## config.mk

```make
export PLATFORM = sky130hd
export DESIGN_NAME = shift_reg_univ
export DESIGN_NICKNAME = d
export VERILOG_FILES = /design/src/rtl/shift_reg_univ.sv
export SDC_FILE = /design/constraint.sdc
export NUM_CORES = 1
export LEC_CHECK = 0
export ABC_CLOCK_PERIOD_IN_PS = 1550
export CAP_MARGIN = 20
export CELL_PAD_IN_SITES_DETAIL_PLACEMENT = 1
export CELL_PAD_IN_SITES_GLOBAL_PLACEMENT = 2
export CORE_MARGIN = 5
export CORE_UTILIZATION = 24
export DETAILED_ROUTE_END_ITERATION = 10
export GPL_TIMING_DRIVEN = 0
export PLACE_DENSITY = 0.89
export SETUP_SLACK_MARGIN = 0.4
export SYNTH_ARGS = -nofsm -noshare
export SYNTH_HDL_FRONTEND = slang
export SYNTH_SLANG_ARGS = --single-unit
export TNS_END_PERCENT = 50
```

## constraint.sdc

```tcl
create_clock -name clk -period 1.55 [get_ports clk]
set_input_delay 0.465 -clock clk [delete_from_list [all_inputs] [get_ports clk]]
set_output_delay 0.465 -clock clk [all_outputs]
set_load 0.03 [all_outputs]
```

## src/rtl/shift_reg_univ.sv

```systemverilog
// Universal shift register: shift/rotate in either direction, parallel load and read-out.
// word_done pulses for one cycle after every WIDTH shift/rotate operations.
module shift_reg_univ #(
  parameter int                 WIDTH     = 8,
  parameter logic [WIDTH-1:0]   RESET_VAL = '0,
  localparam int                CW        = $clog2(WIDTH)
) (
  input  logic             clk,
  input  logic             reset,
  input  logic             en,
  input  logic [2:0]       mode,
  input  logic             s_in,
  input  logic [WIDTH-1:0] d_in,
  output logic [WIDTH-1:0] q,
  output logic             s_out,
  output logic [CW-1:0]    shift_cnt,
  output logic             word_done
);

  localparam logic [2:0] M_HOLD = 3'b000;
  localparam logic [2:0] M_SL   = 3'b001;
  localparam logic [2:0] M_SR   = 3'b010;
  localparam logic [2:0] M_RL   = 3'b011;
  localparam logic [2:0] M_RR   = 3'b100;
  localparam logic [2:0] M_LOAD = 3'b101;

  logic [WIDTH-1:0] q_q, q_d;
  logic [CW-1:0]    cnt_q, cnt_d;
  logic             done_q, done_d;
  logic             is_shift;

  always_comb begin
    q_d      = q_q;
    cnt_d    = cnt_q;
    done_d   = 1'b0;
    is_shift = 1'b0;
    if (en) begin
      case (mode)
        M_SL:   begin q_d = {q_q[WIDTH-2:0], s_in};     is_shift = 1'b1; end
        M_SR:   begin q_d = {s_in, q_q[WIDTH-1:1]};     is_shift = 1'b1; end
        M_RL:   begin q_d = {q_q[WIDTH-2:0], q_q[WIDTH-1]}; is_shift = 1'b1; end
        M_RR:   begin q_d = {q_q[0], q_q[WIDTH-1:1]};   is_shift = 1'b1; end
        M_LOAD: begin q_d = d_in; cnt_d = '0; end
        default: ;
      endcase
      // Any direction counts toward the word; wrap raises the pulse for the next cycle.
      if (is_shift) begin
        if (cnt_q == CW'(WIDTH - 1)) begin
          cnt_d  = '0;
          done_d = 1'b1;
        end else begin
          cnt_d  = cnt_q + CW'(1);
        end
      end
    end
  end

  always_ff @(posedge clk) begin
    if (!reset) begin
      q_q    <= RESET_VAL;
      cnt_q  <= '0;
      done_q <= 1'b0;
    end else begin
      q_q    <= q_d;
      cnt_q  <= cnt_d;
      done_q <= done_d;
    end
  end

  // Bit that would leave next: MSB for left moves, LSB otherwise.
  assign s_out     = (mode == M_SL || mode == M_RL) ? q_q[WIDTH-1] : q_q[0];
  assign q         = q_q;
  assign shift_cnt = cnt_q;
  assign word_done = done_q;

endmodule

```

Yosys cells after proc, flatten, opt, wreduce, memory -nomap -nowiden
Cells that the tools add are included.
- register bits after elaboration: 12
- input bits: 15
- output and inout bits: 13
- word-level logic and storage cells: 25
- add/sub/neg operators: 1
- eq/ne operators: 6
- mux-type cells: 8
- reduce and logical (&&, ||, !) cells: 7
- operator list (kind ; count):
    8-bit case mux with 5 select lines ; 1
    3-bit == test (second input constant) ; 3
    3-bit two-way mux ; 3
    3-bit by 2-bit == test with 1-bit output (second input constant) ; 2
    5-bit nonzero test ; 1
    1-bit two-way mux ; 4
    2-bit AND reduction ; 2
    4-bit OR reduction ; 1
    3-bit by 1-bit adder with 3-bit output (second input constant) ; 1
    3-bit by 1-bit == test with 1-bit output (second input constant) ; 1
    3-bit AND reduction ; 1
    2-bit nonzero test ; 1
    1-bit logical OR ; 1

Logic depth before layout (Yosys ltp)
Gate-level depths: netlist of the first run.
- word-level depth: 6
- depth in mapped cells: 6
- mapped depth without buffers: 5

Least setup slack after synthesis of the first run
Ideal clock, no wire load.
- kind: in2reg
- from: input mode[1]
- to: register q_q[4], in the netlist q[4]
- library setup time: 0.120 ns
- arrival: 1.342 ns
- data required time: 1.430 ns
- setup slack: 0.088 ns
- stages: 6
- buffers on the path: 1
- path through: inv_1 -> ha_1 -> buf_2 -> o21ai_0 -> o21a_1 -> a21oi_1
- word-level cells in the longest chain between the ends: 3
- elaborated cells on any way between the ends: 8
- classes of those cells: 5 x eq/ne; 1 x mux; 2 x reduce/logical
- RTL lines (element ; RTL line ; text):
    start: declaration ; 11 ; input logic [2:0] mode,
    3-bit by 1-bit == test with 1-bit output (tied with other cells) ; 38 ; case (mode)
    5-bit nonzero test (no line) ; - ;
    2-bit AND reduction (no line) ; - ;
    end signal: assignment ; 64 ; q_q <= q_d;
    end: declaration ; 27 ; logic [WIDTH-1:0] q_q, q_d;
Several ways; a longest one is shown, not always the timed one.
A chain may end at the register's enable or synchronous reset.

Worst setup path after layout of the first run
- from: input mode[2]
- to: output s_out
- word-level cells in the longest chain between the ends: 3
- elaborated cells on any way between the ends: 4
- classes of those cells: 2 x eq/ne; 1 x mux; 1 x reduce/logical
- RTL lines (element ; RTL line ; text):
    3-bit by 1-bit == test with 1-bit output or 3-bit by 2-bit == test with 1-bit output (tied branches) ; 71 ; assign s_out = (mode == M_SL || mode == M_RL) ? q_q[WIDTH-1] : q_q[0];
    1-bit logical OR (*) ; 71 ;
    1-bit two-way mux (*) ; 71 ;
    end: declaration ; 15 ; output logic s_out,
Mark *: on every way between the ends. The rest lies on a longest branch, timed or not.

==> results of run 1 <==
## cell type report
type / instances / area (µm²) / share of cell area, %
Timing Repair Buffer: 45 / 448 / 31.8
Buffer: 4 / 47.5 / 3.37
Inverter: 2 / 20.0 / 1.42
Sequential cell: 12 / 269 / 19.1
Multi-Input combinational cell: 66 / 547 / 38.8
Clock buffer: 4 / 36.3 / 2.58
Tap cell: 33 / 41.3 / 2.93
## repair_timing
action	CTS	global route
pin swaps	12	4
resized for setup	119	47
gates cloned	2	0
setup endpoints to repair	25	25
setup buffers	10	6
## worst max-delay path: stages
cell and delay (ps):
sky130_fd_sc_hd__buf_12 110, sky130_fd_sc_hd__nand3b_1 160, sky130_fd_sc_hd__nand2_2 80, sky130_fd_sc_hd__buf_6 120
## kinds of logic (layout without fill, tap and decap cells)
group	count (synthesis)	in the layout	synth area share [%]
flops	12	12	32.9
buf+inv	6	55	3.94
xor+xnor	1	1	2.23
fa+ha+maj	3	3	5.14
compound gates	46	46	41.6
simple gates	16	16	14.2
## flip-flops by register name, indices dropped and copies added, names as in the netlist
name	count
q	8
shift_cnt	3
word_done	1
## layer usage
metal	GRT usage, %	part of all wire, %
met4	6.22	1.5
met5	0	0
met3	2.05	4.1
met2	22.9	52
met1	17.6	43
## per-stage QoR
step	TNS, ps	setup slack, ps	total power (W)
after floorplan	0	267	0.000507
after global placement	-7830	-1080	0.000623
after detailed placement	-7950	-1090	0.000627
after CTS	0	149	0.000924
after global routing	0	86.1	0.00101
final	0	151	0.000975
## cells in the final DEF (no fill, tap or decap), types with 2 or more instances in the layout
cell type,n
sky130_fd_sc_hd__buf_6,17
sky130_fd_sc_hd__buf_4,13
sky130_fd_sc_hd__clkdlybuf4s50_1,9
sky130_fd_sc_hd__o21ai_2,6
sky130_fd_sc_hd__o21ai_0,6
sky130_fd_sc_hd__o21a_1,6
sky130_fd_sc_hd__dfxtp_4,6
sky130_fd_sc_hd__dfxtp_2,5
sky130_fd_sc_hd__a32oi_1,4
sky130_fd_sc_hd__o21ai_1,4
sky130_fd_sc_hd__a21oi_1,4
sky130_fd_sc_hd__nand3_1,3
sky130_fd_sc_hd__a22o_1,3
sky130_fd_sc_hd__clkbuf_4,3
sky130_fd_sc_hd__buf_2,3
sky130_fd_sc_hd__nand3b_1,2
sky130_fd_sc_hd__and2b_2,2
sky130_fd_sc_hd__and3b_2,2
sky130_fd_sc_hd__clkbuf_8,2
sky130_fd_sc_hd__a31oi_1,2
sky130_fd_sc_hd__a22oi_1,2
sky130_fd_sc_hd__a21oi_2,2
sky130_fd_sc_hd__and2_1,2
sky130_fd_sc_hd__ha_1,2
sky130_fd_sc_hd__buf_12,2
sky130_fd_sc_hd__dlygate4sd2_1,2
sky130_fd_sc_hd__buf_8,2
## worst paths after layout
check                                  start            to  cells past startpoint
worst min-delay path            shift_cnt[1]  shift_cnt[1]                      1
worst max register to register  shift_cnt[0]  shift_cnt[2]                      3
worst min register to register  shift_cnt[1]  shift_cnt[1]                      1
worst max-delay path                 mode[2]         s_out                      4
## where the power goes
group	leakage (nW)	total (W)	switching [W]	internal [W]
registers	0.105	0.000346	0.0000195	0.000326
logic	0.449	0.000369	0.000177	0.000191
clock network	0.0210	0.000261	0.000118	0.000143
total	0.575	0.000975	0.000315	0.000660
==> run summary, run 1 <==
The clock period minus final worst setup slack was 1400 ps; the share of the yosys chip area belonging to registers was 32.9%. Largest area contributor in the netlist: sky130_fd_sc_hd__dfxtp_1. Counting flops with an async set or reset pin after synthesis yields a share of 0%. In this run the worst path has a maximum fanout of 4. 0 antenna diodes ended up in the layout. Once the floorplan was initialized, standard cells occupied 24.5% of the core. Setup repair after global routing could not meet its margin everywhere. The overall fraction of global-route tracks in use was 13.8%; the last weighted congestion value of the routability-driven placer was 0.773. The run finished with clean final reports. The final count of pins violating max slew is 0, and the total I/O pin count is 28. The area after detailed placement was 1110 µm²; the total standard cell area after synthesis was 731 µm². Summed over all nets, the half-perimeter wirelength after detailed placement is 1.74 mm.

Including well taps, the total number of placed cells is 144. The clock arrives with 4.36 ps of skew. Setup violations remaining at the end of the flow were counted as 0.

The post-CTS clock slew at the launch and capture registers of the worst setup and hold paths was 80 ps; the die area was 4250 µm². The endpoint arrival time on the critical path is 930 ps. The first-pass GRT wire length is 4.55 mm.

The transition time at the pin with the least slew margin is 262 ps, and the clock sink count is 12. By area the synthesized netlist is led by sky130_fd_sc_hd__dfxtp_1, sky130_fd_sc_hd__o21ai_0, sky130_fd_sc_hd__o21a_1. Ranked by instance count, the synthesized netlist is headed by sky130_fd_sc_hd__o21ai_0, sky130_fd_sc_hd__dfxtp_1, sky130_fd_sc_hd__o21a_1. Among all cell types in the netlist, the one instantiated most often is sky130_fd_sc_hd__o21ai_0. Entering global routing, the biggest net connects 11 pins. The post-layout net count is 152. The die is 65.2 µm tall. Hold timing on the final database bottoms out at a slack of 508 ps. After synthesis, the mean cell area works out to 8.70 µm². The worst setup path is of the in -> out kind.

The finished layout holds 166 standard cells, fillers aside. The register-to-register path setup slack was 400 ps; the overall routed net length was 2.89 mm. The root buffer cell is sky130_fd_sc_hd__clkbuf_4.

The capturing element type of the critical path is an output pin. The run gives 3 as the number of CTS-inserted buffers. The power density relative to cell area was 692 nW/µm².

Compared with the post-synthesis result, the final layout area differs by 92.8%. In the final layout, the share of cells above drive strength 1 is 55.6%. In this run the biggest area consumer among cell types represents 32.9% of the synthesized area. The worst-case IR drop observed on VDD is 0.364 mV. The worst-case headroom to the max-slew limit was 82.5%. The logs give 280 ps for the clock latency reported for the late side of the worst-skew pair and 1080 ps for the required time of the worst setup path. The core region is 2980 µm².

Counting flops and latches in the post-synthesis netlist gives 12. The pre-antenna-repair detailed-routing pass consisted of 4 iterations. Max-cap violations in this run came to 0.

The logs give 1410 µm² for the summed area of non-filler cells in the final layout and 0 for the total DRC errors in the routed layout. Number of H-tree levels: 1. The site row count is 20. Buffers inserted to repair hold after CTS numbered 0. The final-report hold violation count was 0; the via count of the first global-routing pass was 928. For the initial antenna violation count, the log shows 0. The run gives 47.3% as the post-layout utilization of the core. The tools report the synthesized net count as 102. Synthesized netlist cell count: 84.

The detail route stage leaves a number of antenna-violating nets equal to 0. For this design the static power due to leakage is 0.575 nW. STA classifies the critical path startpoint as an input pin.

For this run, the number of Yosys warnings is 0. The total overflow reported by the global router is 0. The final route contains 909 vias.

Number of vias per cell after detailed routing: 5.48. The path class of the tightest hold or removal check is reg -> reg. The die width came out at 65.2 µm.

The most used flip-flop cell after synthesis is sky130_fd_sc_hd__dfxtp_1. Input and output buffers added on the ports amount to 27. In the final routed layout, each cell accounts on average for 17.4 µm. In this run the deepest clock path goes through 2 buffers. After synthesis, the netlist uses 29 different library cells. Timing would allow up to 715 MHz. TritonCTS built the clock tree.

The layout filler cell count is 334. In this run, synthesis inferred 0 flip-flops with an integrated enable. Dividing the final minimum period by the clock period gives 90.2%. The detailed router finished its first iteration with 19 violations.
Power figures use the tool's default switching activity.
==> run 2, diff against run 1 <==
- HOLD_SLACK_MARGIN: not set -> 0.1
- PLACE_DENSITY: 0.89 -> not set
- PLACE_DENSITY_LB_ADDON: not set -> 0.2
- REMOVE_ABC_BUFFERS: not set -> 1
==> run summary, run 2 (synthesis gave the netlist of run 1 again) <==
The via count of the first global-routing pass came out at 943 (+1.6%). The instance count after placement with tap cells included is 140 (-2.8%), and the met1 track demand over resource is 17.6% (+0.087 points). The setup slack at placement came out at -980 ps (+106 ps). The post-detailed-route wirelength per cell was 17.7 µm (+1.3%). For the total overflow reported by the global router, the log shows 0 (unchanged).

The largest net degree at the start of global routing is 12 (+1), and the tightest hold margin is 507 ps (-1.23 ps). The post-route worst setup slack is 167 ps (+15.3 ps). The die height is 65.2 µm (unchanged).

Combined area of the multi-input logic cells: 534 µm² (-2.3%). Final-report hold violation count: 0 (unchanged). The tools report the estimated wirelength of the detail-placed design as 1.67 mm (-4.1%). TritonCTS built the clock tree. The run gives 2 (-2) as the number of search-and-repair iterations in the first detailed-routing pass. The last weighted congestion value of the routability-driven placer is 0.712 (-8.0%). Walking the worst path, the cells encountered are buf_12 > nand3b_1 > nand2_1 > buf_6. The total I/O pin count was 28 (unchanged). The run gives 14.0% (+0.17 points) as the overall fraction of global-route tracks in use.

The maximum clock frequency is 723 MHz (+1.1%), and the final count of pins violating max slew is 0 (unchanged). For the via count, the log shows 866 (-4.7%). For the maximum clock skew at final layout, the log shows 4.68 ps (+0.318 ps).

Die area: 4250 µm² (unchanged). The buffer depth of the longest clock path is 2 (unchanged). Buffering stage count on the worst path with inverters included: 2 (unchanged). The run gives 1080 ps (about the same) as the required time of the worst setup path. The worst min-delay path category was reg -> reg.

The number of H-tree levels is 1 (unchanged), and the overall power after layout is 0.000889 W (-8.8%). Setup repair after global routing could not meet its margin everywhere. The worst-path maximum fanout is 5 (+1), and the placeable core region is 2980 µm² (unchanged).

The flow ran to the end, and the final reports show no timing, DRC or antenna violations. The count of maximum capacitance violations was 0 (unchanged). The transition time at the pin with the least slew margin came out at 419 ps (+157 ps).

The reported leakage power is 0.536 nW (-6.7%), and the total DRC errors in the routed layout is 0 (unchanged). The initial antenna violation count is 0 (unchanged), and the share of the cycle needed by the critical path after routing is 89.3% (-0.99 points). The number of DRC markers in iteration 0 came out at 9 (-10). The count of antenna diodes in the layout is 0 (unchanged), and the clock sink count is 12 (unchanged). The number of standard cells in the layout, taps in and fillers out is 158 (-4.8%). The share of layout cells above drive strength 1 works out to 49.6% (-6.0 points).

The overall routed net length came out at 2.79 mm (-3.6%). Number of vias per cell after detailed routing: 5.48 (about the same). The highest ir drop seen on vdd is 0.360 mV (-1.1%).

Met2 demand-to-capacity share in global routing: 22.5% (-0.38 points). The library cell used most frequently in the layout, excluding fill and tap cells, is sky130_fd_sc_hd__buf_6. Longest individual stage delay on the worst path: 140 ps (-20 ps). The library cells used most frequently in the layout, excluding fill and tap cells, are sky130_fd_sc_hd__buf_6, sky130_fd_sc_hd__o21ai_0, sky130_fd_sc_hd__buf_4. The initial core utilization is 24.5% (unchanged). The tools report the worst-case headroom to the max-slew limit as 72.1% (-10 points).

The first-pass GRT wire length was 4.59 mm (+0.90%). Clock period minus final worst setup slack: 1380 ps (-15.3 ps). The root buffer cell is sky130_fd_sc_hd__clkbuf_4. The register-to-register path setup slack is 430 ps (+30 ps).

The clock latency reported for the late side of the worst-skew pair was 270 ps (about the same). The layer carrying the most global-route usage is met2. Number of port buffers: 27 (unchanged). The logs give 0 (unchanged) for the setup violation total in the final timing report and 2.91% (+0.85 points) for the met3 layer usage reported by global route. For the post-layout utilization of the core, the log shows 44.3% (-3.0 points). The endpoint arrival time on the critical path came out at 920 ps (about the same). The site row count came out at 20 (unchanged). The power density relative to cell area is 674 nW/µm² (-2.6%). Relative to the synthesized area, the layout overhead comes to 80.5%. The largest individual stage delay along the critical path comes from the cell sky130_fd_sc_hd__nand3b_1. The area used by sequential logic in the layout is 269 µm² (unchanged), and the number of flip-flops under the largest register name is 8 (unchanged). On the critical path the largest part of the delay comes from buffers and inverters. The number of buffers inserted by hold repair at cts was 0 (unchanged); the die width was 65.2 µm (unchanged).

The number of CTS-inserted buffers was 3 (unchanged). The tools report the sort of element at the start of the critical path as an input pin. The tools report the post-layout net count as 145 (-4.6%). The post-CTS clock slew at the launch and capture registers of the worst setup and hold paths works out to 80 ps (about the same). The critical path in this run is classified as in -> out. The remaining number of nets flagged by the antenna check after routing is 0 (unchanged).

The worst setup path is captured at an output pin. The layout filler cell count came out at 344 (+3.0%).
## run 2: cell types whose count changed in the layout (fill, tap and decap cells not counted), sizes merged
cell,previous run,this run
buf,37,30
clkbuf,5,3
clkdlybuf4s50,9,8
dlygate4sd2,2,3
o21a,7,8
## run 2: worst paths after layout
kind / from / to / depth (start not counted)
setup reg to reg: shift_cnt[0] / shift_cnt[2] / 3
hold / removal: shift_cnt[1] / shift_cnt[1] / 1
hold reg to reg: shift_cnt[1] / shift_cnt[1] / 1
setup / recovery: mode[2] / s_out / 4
## run 2: stage by stage
step                      area, µm²  setup TNS (ps)
after floorplan                 709               0
after global placement         1020           -8240
after detailed placement       1020           -8500
after CTS                      1220               0
after global routing           1320               0
final                          1320               0
## run 2: worst register-to-register path: stages, from the launching register on
cell and delay [ps]:
sky130_fd_sc_hd__dfxtp_4 360, sky130_fd_sc_hd__ha_1 190, sky130_fd_sc_hd__ha_1 260, sky130_fd_sc_hd__a22o_1 200
## run 2: power by group
group | switching, W | internal (W) | total [W]
registers | 0.0000201 | 0.000326 | 0.000346
clock network | 0.000107 | 0.0000898 | 0.000197
logic | 0.000166 | 0.000179 | 0.000346
total | 0.000294 | 0.000595 | 0.000889
## run 2: metal layers
layer	routed length (µm)	vias up	share of wire [%]
li1	-	414	-
met1	1290	429	46
met2	1330	19	47
met3	136	4	4.9
met4	40	0	1.4
met5	0	-	0
## run 2: final cells by class
type                            count  area share [%]
Clock buffer                        3            1.71
Inverter                            2            1.33
Multi-Input combinational cell     67            40.5
Sequential cell                    12            20.4
Tap cell                           33            3.13
Timing Repair Buffer               41            32.9
## run 2: repair_timing
item,CTS,global route
cloned,1,0
pin swaps,18,3
resized for setup,128,44
endpoints found under the setup margin,25,25
setup buffers,12,2
==> run 3, diff against run 2 <==
- ABC_AREA: not set -> 1
- CORE_UTILIZATION: 24 -> 21
- PLACE_DENSITY: not set -> 0.84
- PLACE_DENSITY_LB_ADDON: 0.2 -> not set
==> run summary, run 3 <==
The capturing element type of the critical path is an output pin. Count of antenna diodes in the layout: 0 (unchanged). The logs give 0 (unchanged) for the number of buffers inserted by hold repair at cts and 11 (-1) for the largest net degree at the start of global routing. The async set-or-reset flop fraction in the synthesized netlist works out to 0% (unchanged). The post-CTS clock slew at the launch and capture registers of the worst setup and hold paths works out to 60 ps (-20 ps). Worst min-delay path category: reg -> reg. The die height was 71.1 µm (+9.1%). TritonCTS built the clock tree.

The run gives 950 ps (+30 ps) as the endpoint arrival time on the critical path. Sorting the synthesized cells by how often they occur yields sky130_fd_sc_hd__nand2_1, sky130_fd_sc_hd__inv_1, sky130_fd_sc_hd__a21oi_1. Last weighted congestion value of the routability-driven placer: 0.781 (+9.7%). Leaving out fill and tap cells, the most frequent cell in the layout is sky130_fd_sc_hd__nand2_1. By area the synthesized netlist is led by sky130_fd_sc_hd__dfxtp_1, sky130_fd_sc_hd__nand2_1, sky130_fd_sc_hd__a21oi_1.

The run gives 0 (unchanged) as the count of maximum capacitance violations. In this run the critical register-to-register path is launched from shift_cnt[0]. The tools report the post-layout net count as 193 (+33%). Compared with the post-synthesis result, the final layout area differs by 83.9%.

The logs give 250 ps (-20 ps) for the clock latency reported for the late side of the worst-skew pair and 0.177 mV (-51%) for the highest ir drop seen on vdd. The cell sitting at the root of the clock tree is a sky130_fd_sc_hd__clkbuf_8. The instance count after placement with tap cells included is 202 (+44%), and the number of port buffers is 27 (unchanged).

The area share of the largest cell type after synthesis is 30.6% (-2.3 points). Leaving out fill and tap cells, the most frequent cells in the layout are sky130_fd_sc_hd__nand2_1, sky130_fd_sc_hd__a21oi_1, sky130_fd_sc_hd__inv_1. The logs give 0 (unchanged) for the setup violation total in the final timing report and 129 (+54%) for the synthesized netlist cell count. The number of standard cells in the layout, taps in and fillers out was 222 (+41%); the number of cells on the worst reg-to-reg path was 7 (+4). Number of H-tree levels: 1 (unchanged). The transition time at the pin with the least slew margin works out to 388 ps (-31.2 ps). The logs give 2 (unchanged) for the buffer depth of the longest clock path and 3630 µm² (+22%) for the placeable core region. The logs give 21.6% (-2.9 points) for the initial core utilization and 4.98 mm (+8.6%) for the first-pass GRT wire length. The worst-case headroom to the max-slew limit came out at 74.2% (+2.1 points). The maximum clock skew at final layout was 4.17 ps (-0.508 ps); the worst-path maximum fanout was 3 (-2). The number of flip-flops under the largest register name is 8 (unchanged). The number of distinct standard cells referenced by the synthesized netlist was 17 (-41%). For the total DRC errors in the routed layout, the log shows 0 (unchanged). The logs give 0 (unchanged) for the count of yosys warnings during synthesis and 27 (+18) for the number of DRC markers in iteration 0. The initial antenna violation count came out at 0 (unchanged).

The final-report hold violation count is 0 (unchanged). Setup repair after global routing could not meet its margin everywhere. Power density relative to cell area: 737 nW/µm² (+9.2%).

Share of the cycle needed by the critical path after routing: 91.6% (+2.3 points). The tools report the post-layout utilization of the core as 39.7% (-4.6 points). The total overflow reported by the global router is 0 (unchanged). Share of the yosys chip area belonging to registers: 30.6% (-2.3 points). The reported leakage power was 0.672 nW (+25%); the number of vias per cell after detailed routing was 4.64 (-15%).

In this run the worst setup path begins at mode[2]. The die width came out at 71.1 µm (+9.1%). The run gives 1072 (+14%) as the via count of the first global-routing pass.

The overall power after layout is 0.00106 W (+19%). For the required time of the worst setup path, the log shows 1080 ps (about the same). Overall fraction of global-route tracks in use: 12.3% (-1.6 points). The number of synthesized register bits works out to 12 (unchanged). The overall routed net length was 3.06 mm (+9.6%); the clock period minus final worst setup slack was 1420 ps (+35.7 ps).

Synthesized area divided by synthesized cell count: 6.08 µm² (-30%). The synthesized design spends more area on one cell type than any other, namely sky130_fd_sc_hd__dfxtp_1. For the site row count, the log shows 22 (+10%).

The layout filler cell count is 462 (+34%). In the synthesized netlist the dominant register cell turns out to be sky130_fd_sc_hd__dfxtp_1. The logs give 12 (unchanged) for the clock sink count and 0 (unchanged) for the final count of pins violating max slew. Via count: 1030 (+19%). Number of CTS-inserted buffers: 3 (unchanged). Endpoint of the worst-slack reg-to-reg timing path: shift_cnt[0].

STA classifies the critical path startpoint as an input pin. Die area: 5060 µm² (+19%). The critical path ends at s_out. Number of search-and-repair iterations in the first detailed-routing pass: 4 (+2).

The flow ran to the end, and the final reports show no timing, DRC or antenna violations. Remaining number of nets flagged by the antenna check after routing: 0 (unchanged). For the maximum clock frequency, the log shows 705 MHz (-2.5%).

The path type of the worst setup path was in -> out. The share of layout cells above drive strength 1 is 36.8% (-13 points), and the total standard cell area after synthesis is 785 µm² (+7.4%). The number of enable flip-flop cells after synthesis is 0 (unchanged). The total I/O pin count is 28 (unchanged). Yosys instantiated no cell more often than sky130_fd_sc_hd__nand2_1.

The logs give 1.96 mm (+18%) for the estimated wirelength of the detail-placed design and 390 ps (-40 ps) for the register-to-register path setup slack. The post-detailed-route wirelength per cell was 13.8 µm (-22%).
run 3: changes by cell type after synthesis, sizes merged, moves of 3 or more:
cell,before,now
a21oi,6,18
nor2,1,8
a22o,3,0
o21a,7,0
nand3,3,7
inv,2,19
nand4,0,4
a32oi,5,0
nand2,2,47
o21ai,16,7
run 3: power breakdown:
part	internal (W)	switching [W]
Sequential	0.000326	0.0000234
Clock	0.000225	0.000131
Combinational	0.000165	0.000193
Total	0.000716	0.000347
run 3: critical path, stage by stage:
cell and delay (ps):
sky130_fd_sc_hd__buf_12 110, sky130_fd_sc_hd__clkinv_8 50, sky130_fd_sc_hd__nand2_8 50, sky130_fd_sc_hd__o21ai_4 130, sky130_fd_sc_hd__buf_6 150
run 3: final cells by class:
type,count,area [µm²],area share [%]
sequential,12,275,19.1
inverter,20,95.1,6.59
multi-input combinational,96,541,37.5
timing repair buffer,42,417,28.9
clock buffer,4,55.1,3.82
tap,48,60.1,4.16
run 3: worst min-delay path by stage:
stage	end	slack [ps]	depth (start not counted)	from
floorplan	shift_cnt[0]	590	2	reset
global placement	shift_cnt[1]	470	2	shift_cnt[1]
detailed placement	shift_cnt[1]	480	2	shift_cnt[1]
CTS	shift_cnt[1]	490	2	shift_cnt[1]
global route	shift_cnt[2]	510	2	shift_cnt[2]
finish	shift_cnt[2]	480	2	shift_cnt[2]
run 3: kinds of logic after synthesis:
| logic type | after synthesis | synth area share (%) |
|---|---|---|
| compound gates | 26 | 17.4 |
| fa+ha+maj | 3 | 4.79 |
| buf+inv | 22 | 11.5 |
| flops | 12 | 30.6 |
| simple gates | 66 | 35.7 |
run 3: what timing repair did:
item,CTS,global route
pin swaps,5,2
setup endpoints to repair,25,25
gates resized for setup,102,68
gates cloned,1,0
setup buffers,11,4
run 3: through the flow:
stage / hold WS, ps / TNS [ps] / worst slack, ps / instance area (µm²)
detailed placement: 484 / -9680 / -1140 / 1100
global placement: 472 / -8920 / -1130 / 1100
finish: 485 / 0 / 131 / 1440
CTS: 493 / 0 / 114 / 1350
floorplan: 586 / -280 / -280 / 769
global route: 507 / 0 / 121 / 1440
run 3: per-layer routing:
metal | share of wire [%] | up-vias | global-route usage (%) | routed length (µm)
met2 | 54 | 20 | 22.6 | 1640
met4 | 1.9 | 0 | 5.22 | 59
met3 | 3.6 | 7 | 2.27 | 109
met5 | 0 | - | 0 | 0
met1 | 41 | 500 | 13.8 | 1250
li1 | - | 503 | - | -
